**config.mk**
```make
export PLATFORM = sky130hd
export DESIGN_NAME = sprite_scheduler_flat
export DESIGN_NICKNAME = d
export VERILOG_FILES = /design/src/rtl/sprite_scheduler_pkg.sv /design/src/rtl/sprite_scheduler_if.sv /design/src/rtl/sprite_scheduler_hit.sv /design/src/rtl/sprite_scheduler.sv /design/src/flat_wrapper.sv
export SDC_FILE = /design/constraint.sdc
export NUM_CORES = 1
export LEC_CHECK = 0
export ABC_AREA = 1
export CORE_MARGIN = 2
export CORE_UTILIZATION = 40
export DETAILED_ROUTE_END_ITERATION = 10
export PLACE_DENSITY = 0.63
export SLEW_MARGIN = 20
export SYNTH_ARGS = -nofsm -noshare
export SYNTH_HDL_FRONTEND = slang
export SYNTH_HIERARCHICAL = 1
export SYNTH_SLANG_ARGS = --single-unit
```
**constraint.sdc**
```tcl
create_clock -name clk -period 8.3 [get_ports clk]
set_input_delay 1.66 -clock clk [delete_from_list [all_inputs] [get_ports clk]]
set_output_delay 1.66 -clock clk [all_outputs]
set_load 0.02 [all_outputs]
```
**src/rtl/sprite_scheduler_pkg.sv**
```systemverilog
// Shared video constants and the sprite record used by the sprite scheduler
// and its per-sprite hit-test slices.
//   SPR_SIZE        : sprite edge length in pixels (power of two)
//   H_ACTIVE        : visible pixels per line
//   V_ACTIVE        : visible lines per frame
//   COL_TRANSPARENT : mask colour meaning "show background"
//   sprite_t        : {x, y, vis, blink} for one sprite
package sprite_scheduler_pkg;

  localparam int unsigned SPR_SIZE        = 16;
  localparam int unsigned H_ACTIVE        = 640;
  localparam int unsigned V_ACTIVE        = 480;
  localparam logic [2:0]  COL_TRANSPARENT = 3'b000;

  typedef struct packed {
    logic [9:0] x;
    logic [9:0] y;
    logic       vis;
    logic       blink;
  } sprite_t;

endpackage

```
**src/rtl/sprite_scheduler_if.sv**
```systemverilog
// Position-update port between game logic (master) and the sprite
// scheduler (slave). A transfer happens on upd_valid & upd_ready.
//   upd_valid  : request from game logic
//   upd_ready  : scheduler can accept this cycle
//   upd_id     : sprite index
//   upd_x/y    : sprite top-left corner
//   upd_vis    : sprite visible
//   upd_blink  : sprite flickers on the frame-counter blink bit
interface sprite_scheduler_if #(
  parameter int unsigned ID_W = 2
);

  logic            upd_valid;
  logic            upd_ready;
  logic [ID_W-1:0] upd_id;
  logic [9:0]      upd_x;
  logic [9:0]      upd_y;
  logic            upd_vis;
  logic            upd_blink;

  modport master (
    output upd_valid, upd_id, upd_x, upd_y, upd_vis, upd_blink,
    input  upd_ready
  );

  modport slave (
    input  upd_valid, upd_id, upd_x, upd_y, upd_vis, upd_blink,
    output upd_ready
  );

endinterface

```
**src/rtl/sprite_scheduler_hit.sv**
```systemverilog
// Per-sprite bounding-box test and local-coordinate subtract (sprite_hit).
//   spr         : committed sprite record
//   blink_phase : frame-counter bit that hides blinking sprites when 1
//   px, py      : current pixel
//   hit         : sprite visible and covers (px,py)
//   lx, ly      : pixel position inside the sprite, {upper zeros, px-x}
module sprite_hit #(
  parameter int unsigned SPR_SIZE = sprite_scheduler_pkg::SPR_SIZE
) (
  input  sprite_scheduler_pkg::sprite_t spr,
  input  logic                          blink_phase,
  input  logic [9:0]                    px,
  input  logic [9:0]                    py,
  output logic                          hit,
  output logic [9:0]                    lx,
  output logic [9:0]                    ly
);
  import sprite_scheduler_pkg::*;

  logic [10:0] px_w, py_w;
  logic [10:0] x_lo, y_lo, x_hi, y_hi;
  logic [9:0]  dx, dy;
  logic        in_x, in_y, shown;

  // One extra bit so a sprite hanging past column/row 1023 cannot wrap
  // around and hit pixels at the left/top edge.
  assign px_w = {1'b0, px};
  assign py_w = {1'b0, py};
  assign x_lo = {1'b0, spr.x};
  assign y_lo = {1'b0, spr.y};
  assign x_hi = x_lo + 11'(SPR_SIZE);
  assign y_hi = y_lo + 11'(SPR_SIZE);

  assign in_x  = (px_w >= x_lo) && (px_w < x_hi);
  assign in_y  = (py_w >= y_lo) && (py_w < y_hi);
  assign shown = spr.vis && !(spr.blink && blink_phase);
  assign hit   = shown && in_x && in_y;

  assign dx = px - spr.x;
  assign dy = py - spr.y;
  assign lx = dx & 10'(SPR_SIZE - 1);
  assign ly = dy & 10'(SPR_SIZE - 1);

endmodule

```
**src/rtl/sprite_scheduler.sv**
```systemverilog
// Sprite scheduler: shares one sprite-mask lookup between NUM_SPR sprites.
// Game logic posts positions into a shadow bank; frame_start copies the
// shadow bank into the active bank so sprite data is stable for a whole
// frame. Each pixel picks the lowest-index visible sprite covering it,
// drives its local coords to the mask mux and composites the returned
// colour over the background. Fixed 2-clk latency, no stalls.
//   clk, rst     : pixel clock, async active-high reset
//   frame_start  : one-clk pulse at start of vertical blank
//   px, py       : current pixel coordinates
//   bg_col       : background colour for (px,py)
//   upd          : position-update port (slave side)
//   mask_sel     : sprite whose mask feeds mask_col
//   mask_px/py   : local coords inside that sprite
//   mask_col     : combinational mask colour, 000 = transparent
//   out_col      : composited pixel colour
module sprite_scheduler #(
  parameter int unsigned NUM_SPR   = 4,
  parameter int unsigned SPR_SIZE  = sprite_scheduler_pkg::SPR_SIZE,
  parameter int unsigned BLINK_BIT = 3
) (
  input  logic                       clk,
  input  logic                       rst,
  input  logic                       frame_start,
  input  logic [9:0]                 px,
  input  logic [9:0]                 py,
  input  logic [2:0]                 bg_col,
  sprite_scheduler_if.slave          upd,
  output logic [$clog2(NUM_SPR)-1:0] mask_sel,
  output logic [9:0]                 mask_px,
  output logic [9:0]                 mask_py,
  input  logic [2:0]                 mask_col,
  output logic [2:0]                 out_col
);
  import sprite_scheduler_pkg::*;

  localparam int unsigned ID_W = $clog2(NUM_SPR);

  sprite_t            shadow [NUM_SPR];
  sprite_t            active [NUM_SPR];
  logic [BLINK_BIT:0] frame_cnt;
  logic               ready_q;
  logic               fire;

  logic [NUM_SPR-1:0] hit_vec;
  logic [9:0]         lx [NUM_SPR];
  logic [9:0]         ly [NUM_SPR];

  logic               any_hit;
  logic [ID_W-1:0]    win_sel;
  logic [9:0]         win_lx, win_ly;

  logic               hit_d1;
  logic [2:0]         bg_d1;

  // Ready is refused in the commit cycle so a write can never race the
  // shadow->active copy; the requester simply holds it one more clock.
  assign upd.upd_ready = ready_q & ~frame_start;
  assign fire          = upd.upd_valid & upd.upd_ready;

  always_ff @(posedge clk or posedge rst) begin
    if (rst) begin
      ready_q   <= 1'b0;
      frame_cnt <= '0;
      for (int unsigned i = 0; i < NUM_SPR; i++) begin
        shadow[i] <= '0;
        active[i] <= '0;
      end
    end else begin
      ready_q <= 1'b1;
      // Out-of-range ids complete the handshake but write nothing.
      if (fire && (32'(upd.upd_id) < NUM_SPR)) begin
        shadow[upd.upd_id] <= '{x:     upd.upd_x,
                                y:     upd.upd_y,
                                vis:   upd.upd_vis,
                                blink: upd.upd_blink};
      end
      if (frame_start) begin
        active    <= shadow;
        frame_cnt <= frame_cnt + 1'b1;
      end
    end
  end

  for (genvar g = 0; g < NUM_SPR; g++) begin : g_hit
    sprite_hit #(
      .SPR_SIZE (SPR_SIZE)
    ) u_hit (
      .spr         (active[g]),
      .blink_phase (frame_cnt[BLINK_BIT]),
      .px          (px),
      .py          (py),
      .hit         (hit_vec[g]),
      .lx          (lx[g]),
      .ly          (ly[g])
    );
  end

  // Scan from the lowest priority upward so the lowest index overwrites.
  always_comb begin
    any_hit = 1'b0;
    win_sel = '0;
    win_lx  = '0;
    win_ly  = '0;
    for (int unsigned i = NUM_SPR; i > 0; i--) begin
      if (hit_vec[i-1]) begin
        any_hit = 1'b1;
        win_sel = ID_W'(i - 1);
        win_lx  = lx[i-1];
        win_ly  = ly[i-1];
      end
    end
  end

  // S1 registers the lookup request; mask_col returns combinationally in
  // the following cycle and S2 composites it. Mask address holds on
  // pixels with no hit to avoid needless toggling of the mask mux.
  always_ff @(posedge clk or posedge rst) begin
    if (rst) begin
      hit_d1   <= 1'b0;
      bg_d1    <= '0;
      mask_sel <= '0;
      mask_px  <= '0;
      mask_py  <= '0;
      out_col  <= '0;
    end else begin
      hit_d1 <= any_hit;
      bg_d1  <= bg_col;
      if (any_hit) begin
        mask_sel <= win_sel;
        mask_px  <= win_lx;
        mask_py  <= win_ly;
      end
      out_col <= (hit_d1 && (mask_col != COL_TRANSPARENT)) ? mask_col : bg_d1;
    end
  end

endmodule

```
**src/flat_wrapper.sv**
```systemverilog
// flat-port wrapper written by rule: the top's interface ports become plain ports
module sprite_scheduler_flat import sprite_scheduler_pkg::*;
#(
  parameter int unsigned NUM_SPR   = 4,
  parameter int unsigned SPR_SIZE  = sprite_scheduler_pkg::SPR_SIZE,
  parameter int unsigned BLINK_BIT = 3
)
  (clk, rst, frame_start, px, py, bg_col, mask_sel, mask_px, mask_py, mask_col, out_col, upd_upd_valid, upd_upd_id, upd_upd_x, upd_upd_y, upd_upd_vis, upd_upd_blink, upd_upd_ready);
  sprite_scheduler_if #(.ID_W(2)) upd_i ();
  input  logic clk;
  input  logic rst;
  input  logic frame_start;
  input  logic [9:0] px;
  input  logic [9:0] py;
  input  logic [2:0] bg_col;
  output logic [$clog2(NUM_SPR)-1:0] mask_sel;
  output logic [9:0] mask_px;
  output logic [9:0] mask_py;
  input  logic [2:0] mask_col;
  output logic [2:0] out_col;
  input wire logic [$bits(upd_i.upd_valid)-1:0] upd_upd_valid;
  input wire logic [$bits(upd_i.upd_id)-1:0] upd_upd_id;
  input wire logic [$bits(upd_i.upd_x)-1:0] upd_upd_x;
  input wire logic [$bits(upd_i.upd_y)-1:0] upd_upd_y;
  input wire logic [$bits(upd_i.upd_vis)-1:0] upd_upd_vis;
  input wire logic [$bits(upd_i.upd_blink)-1:0] upd_upd_blink;
  output wire logic [$bits(upd_i.upd_ready)-1:0] upd_upd_ready;
  assign upd_i.upd_valid = upd_upd_valid;
  assign upd_i.upd_id = upd_upd_id;
  assign upd_i.upd_x = upd_upd_x;
  assign upd_i.upd_y = upd_upd_y;
  assign upd_i.upd_vis = upd_upd_vis;
  assign upd_i.upd_blink = upd_upd_blink;
  assign upd_upd_ready = upd_i.upd_ready;
  sprite_scheduler #(.NUM_SPR(NUM_SPR), .SPR_SIZE(SPR_SIZE), .BLINK_BIT(BLINK_BIT)) u_core (.clk(clk), .rst(rst), .frame_start(frame_start), .px(px), .py(py), .bg_col(bg_col), .upd(upd_i), .mask_sel(mask_sel), .mask_px(mask_px), .mask_py(mask_py), .mask_col(mask_col), .out_col(out_col));
endmodule
```
==> impl_summary.log <==
INFO  metric status = completed
INFO  metric worstSetupPathType = input pin to primary output
INFO  metric synth_top_area_share = 0.388
INFO  metric final_layout_size_suffix_gt1_frac = 0.0416
INFO  metric number_of_buffers_inserted_for_hold_repair_after_clock_tree_synthesis = 0
INFO  metric timing.final.hold_violations = 0
INFO  metric post_cts_resized = 0
INFO  metric critPathArrivalTime = 2.98 ns
INFO  metric clkLatencyLatePin = 0.52 ns
INFO  metric grt_setup_unrepaired = no
INFO  metric route.antenna.remaining_nets = 0
INFO  metric num_antenna_cells = 0
INFO  metric setup_violations = 0
INFO  metric placement.cell_area = 14500 um2
INFO  metric crit_path_cell_trace = buf_2 > nor2_8 > clkdlybuf4s50_1
INFO  metric post_synthesis_cell_area = 13600 um2
INFO  metric post_drt_via_cell_ratio = 4.74
INFO  metric reg2reg_slack = 4.94 ns
INFO  metric path_clk_slew = 0.06 ns
INFO  metric summed_negative_setup_slack_over_all_endpoints = 0 ns
INFO  metric cts_inserted_buffers = 24
INFO  metric place_ws = 3.39 ns
INFO  metric max-cap-violations = 0
INFO  metric cp_max_fo = 43
INFO  metric worst_path_dominant_cell_family = buffers and inverters
INFO  metric power_density_over_the_cells = 244 nW/um2
INFO  metric grt_antenna_before_repair = 0
INFO  metric slew_headroom = 0.315
INFO  metric drt_iter0_markers = 690
INFO  metric port_buffers = 79
INFO  metric clock-sinks = 210
INFO  metric vias = 10800
INFO  metric htreeDepth = 1
INFO  metric critPathMaxStageDelay = 0.68 ns
INFO  metric ys_seq_area_frac = 0.388
INFO  metric synthTopCellsByArea = sky130_fd_sc_hd__dfrtp_1 (39%), sky130_fd_sc_hd__nand2_1 (15%), sky130_fd_sc_hd__ha_1 (13%)
INFO  metric floorplan.core_area = 33400 um2
INFO  metric post_synth.cell_area_avg = 7.72 um2
INFO  metric design.final.nets = 2007
INFO  metric number_of_buffers_and_inverters_on_the_critical_path = 2
INFO  metric layout_setup_ws = 3.66 ns
INFO  metric syn2layout_area_growth = 13.3%
INFO  metric layout.cell_area.non_filler = 15400 um2
INFO  metric clockRootBuffer = sky130_fd_sc_hd__clkbuf_16
INFO  metric dp_hpwl = 23.5 mm
INFO  metric dieArea = 35400 um2
INFO  metric die-width = 188 um
INFO  metric timing.critical_path.slowest_stage_cell = sky130_fd_sc_hd__buf_2
INFO  metric postRouteWirelength = 32.2 mm
INFO  metric wire_length_of_the_first_global_routing_pass = 53.5 mm
INFO  metric finalWeightedCongestion = 0.833
INFO  metric die-height = 188 um
INFO  metric grt_max_degree = 132
INFO  metric globalRouteOverflowTotal = 0
INFO  metric hold_class = flop to flop
INFO  metric worst_ep_required_time = 6.64 ns
INFO  metric cts_setup_buffers = 0
INFO  metric report.final.slew_viol_count = 0
INFO  metric leakage = 7.90 nW
INFO  metric fin_crit_sh = 0.559
INFO  metric fin_crit = 4.64 ns
INFO  metric groute.usage.overall = 0.186
INFO  metric setup.worst_path.end_class = primary output
INFO  metric synth.ff_latch_count = 210
INFO  metric tritoncts_clock_tree = yes
INFO  metric yosys_warnings = 6
INFO  metric placement_rows = 67
INFO  metric clock-skew-final = 0.0178 ns
INFO  metric max_freq = 216 MHz
INFO  metric number_of_global_route_vias_before_repair = 10300
INFO  metric synth_top_cell_by_area = sky130_fd_sc_hd__dfrtp_1
INFO  metric postSynthCellCount = 1756
INFO  metric num_io_pins = 80
INFO  metric worst_slew_pin_slew = 1.03 ns
INFO  metric detail_route.drc_violations = 0
INFO  metric critical_path_launch_point_type = input pin
INFO  metric number_of_iterations_in_the_first_detailed_routing_pass = 5
INFO  metric clock_tree.buffer_depth = 3
INFO  metric initial_core_util = 0.405
INFO  metric synth_cell_type_count = 37
INFO  metric vdd_drop_max = 0.000166 V
INFO  metric avgRoutedWirePerCell = 14.2 um
==> area by class of cell <==
cell class | instances | area, um2
fillers | 3344 | 18100
multi-input cells | 1238 | 6910
repair buffers | 88 | 857
flip-flops and latches | 210 | 5260
well taps | 448 | 561
clock inverters | 14 | 168
inverters | 246 | 932
clock buffers | 29 | 681
==> flip-flops by register name, indices dropped and copies added, names as in the netlist <==
signal and cells:
u_core/active 88, u_core/shadow 88, u_core/mask_px 10, u_core/mask_py 10
u_core/frame_cnt 4, u_core/bg_d1 3, u_core/out_col 3, u_core/mask_sel 2
u_core/hit_d1 1, u_core/ready_q 1
==> path summary, 6_finish.rpt <==
path	from	to	depth (start not counted)
worst min register to register	u_core/bg_d1[0]$_DFF_PP0_	u_core/out_col[0]$_DFF_PP0_	2
min in group asynchronous	rst	u_core/shadow[53]$_DFFE_PP0P_	2
worst min-delay path	u_core/bg_d1[0]$_DFF_PP0_	u_core/out_col[0]$_DFF_PP0_	2
worst max-delay path	frame_start	upd_upd_ready	3
worst max register to register	u_core/active[50]$_DFFE_PP0P_	u_core/mask_px[4]$_DFFE_PP0P_	15
max in group asynchronous	rst	u_core/shadow[64]$_DFFE_PP0P_	3
==> layout by cell type, fill, tap and decap left out, types with 9 or more instances in the layout <==
master                              n
sky130_fd_sc_hd__nand2_1          525
sky130_fd_sc_hd__nor3_1            14
sky130_fd_sc_hd__ha_1             137
sky130_fd_sc_hd__dfrtp_1          210
sky130_fd_sc_hd__nand3_1          150
sky130_fd_sc_hd__nor2_1            58
sky130_fd_sc_hd__conb_1            49
sky130_fd_sc_hd__xor2_1            38
sky130_fd_sc_hd__inv_1            243
sky130_fd_sc_hd__a21oi_1           62
sky130_fd_sc_hd__a21boi_0           9
sky130_fd_sc_hd__xnor2_1           13
sky130_fd_sc_hd__o21ai_0          123
sky130_fd_sc_hd__clkbuf_16         25
sky130_fd_sc_hd__clkdlybuf4s50_1   78
==> report_power, final <==
part	internal, W	switching [W]
Combinational	0.000500	0.000685
Sequential	0.00127	0.000179
Clock	0.000682	0.000441
Total	0.00245	0.00130
==> metrics by stage <==
step                      power (W)   util  hold slack (ns)  std cells
after global placement      0.00261  0.434            0.446       2230
after CTS                   0.00379  0.459            0.461       2273
after global routing        0.00404  0.459            0.483       2273
after floorplan             0.00225      -            0.430       1800
after detailed placement    0.00265  0.434            0.446       2230
final                       0.00375  0.459            0.457       2273
==> metal layers <==
| metal | GRT usage | share of wire | vias up |
|---|---|---|---|
| met2 | 0.300 | 0.45 | 211 |
| met1 | 0.266 | 0.49 | 4977 |
| met5 | 0 | 0 | - |
| met4 | 0.0388 | 0.013 | 0 |
| met3 | 0.0255 | 0.046 | 27 |
| li1 | - | - | 5561 |
==> synth_stat cells (all sizes together) <==
master	count
a21boi	9
a21o	8
a21oi	62
buf	78
clkbuf	28
conb	5
dfrtp	210
fa	8
ha	137
inv	246
nand2	532
nand3	150
nand3b	7
nand4	7
nor2	66
nor3	14
nor3b	3
o21a	4
o21ai	125
o21bai	4
or2	2
xnor2	13
xor2	38
==> worst reg2reg max path, cell delays in order (launching register included) <==
cell and delay, ns:
sky130_fd_sc_hd__dfrtp_1 0.45, sky130_fd_sc_hd__ha_1 0.27, sky130_fd_sc_hd__nand2_1 0.08, sky130_fd_sc_hd__xor2_1 0.14
sky130_fd_sc_hd__ha_1 0.29, sky130_fd_sc_hd__nand2_1 0.06, sky130_fd_sc_hd__inv_1 0.05, sky130_fd_sc_hd__nand3_1 0.09
sky130_fd_sc_hd__nand3b_1 0.17, sky130_fd_sc_hd__nand3_1 0.24, sky130_fd_sc_hd__nor2_2 0.07, sky130_fd_sc_hd__buf_4 0.25
sky130_fd_sc_hd__nor2_1 0.59, sky130_fd_sc_hd__buf_4 0.32, sky130_fd_sc_hd__nand3_1 0.11, sky130_fd_sc_hd__nand3_1 0.10
==> kinds of logic (layout without fill, tap and decap cells) <==
family / count (synthesis) / in the layout / synth area share
fa+ha+maj: 145 / 145 / 0.138
compound gates: 212 / 212 / 0.0830
buf+inv: 352 / 377 / 0.115
flops: 210 / 210 / 0.388
xor+xnor: 51 / 51 / 0.0330
other cells: 5 / 49 / 0.00138
simple gates: 781 / 781 / 0.241
Note: power is estimated with default switching activity, not from simulation.
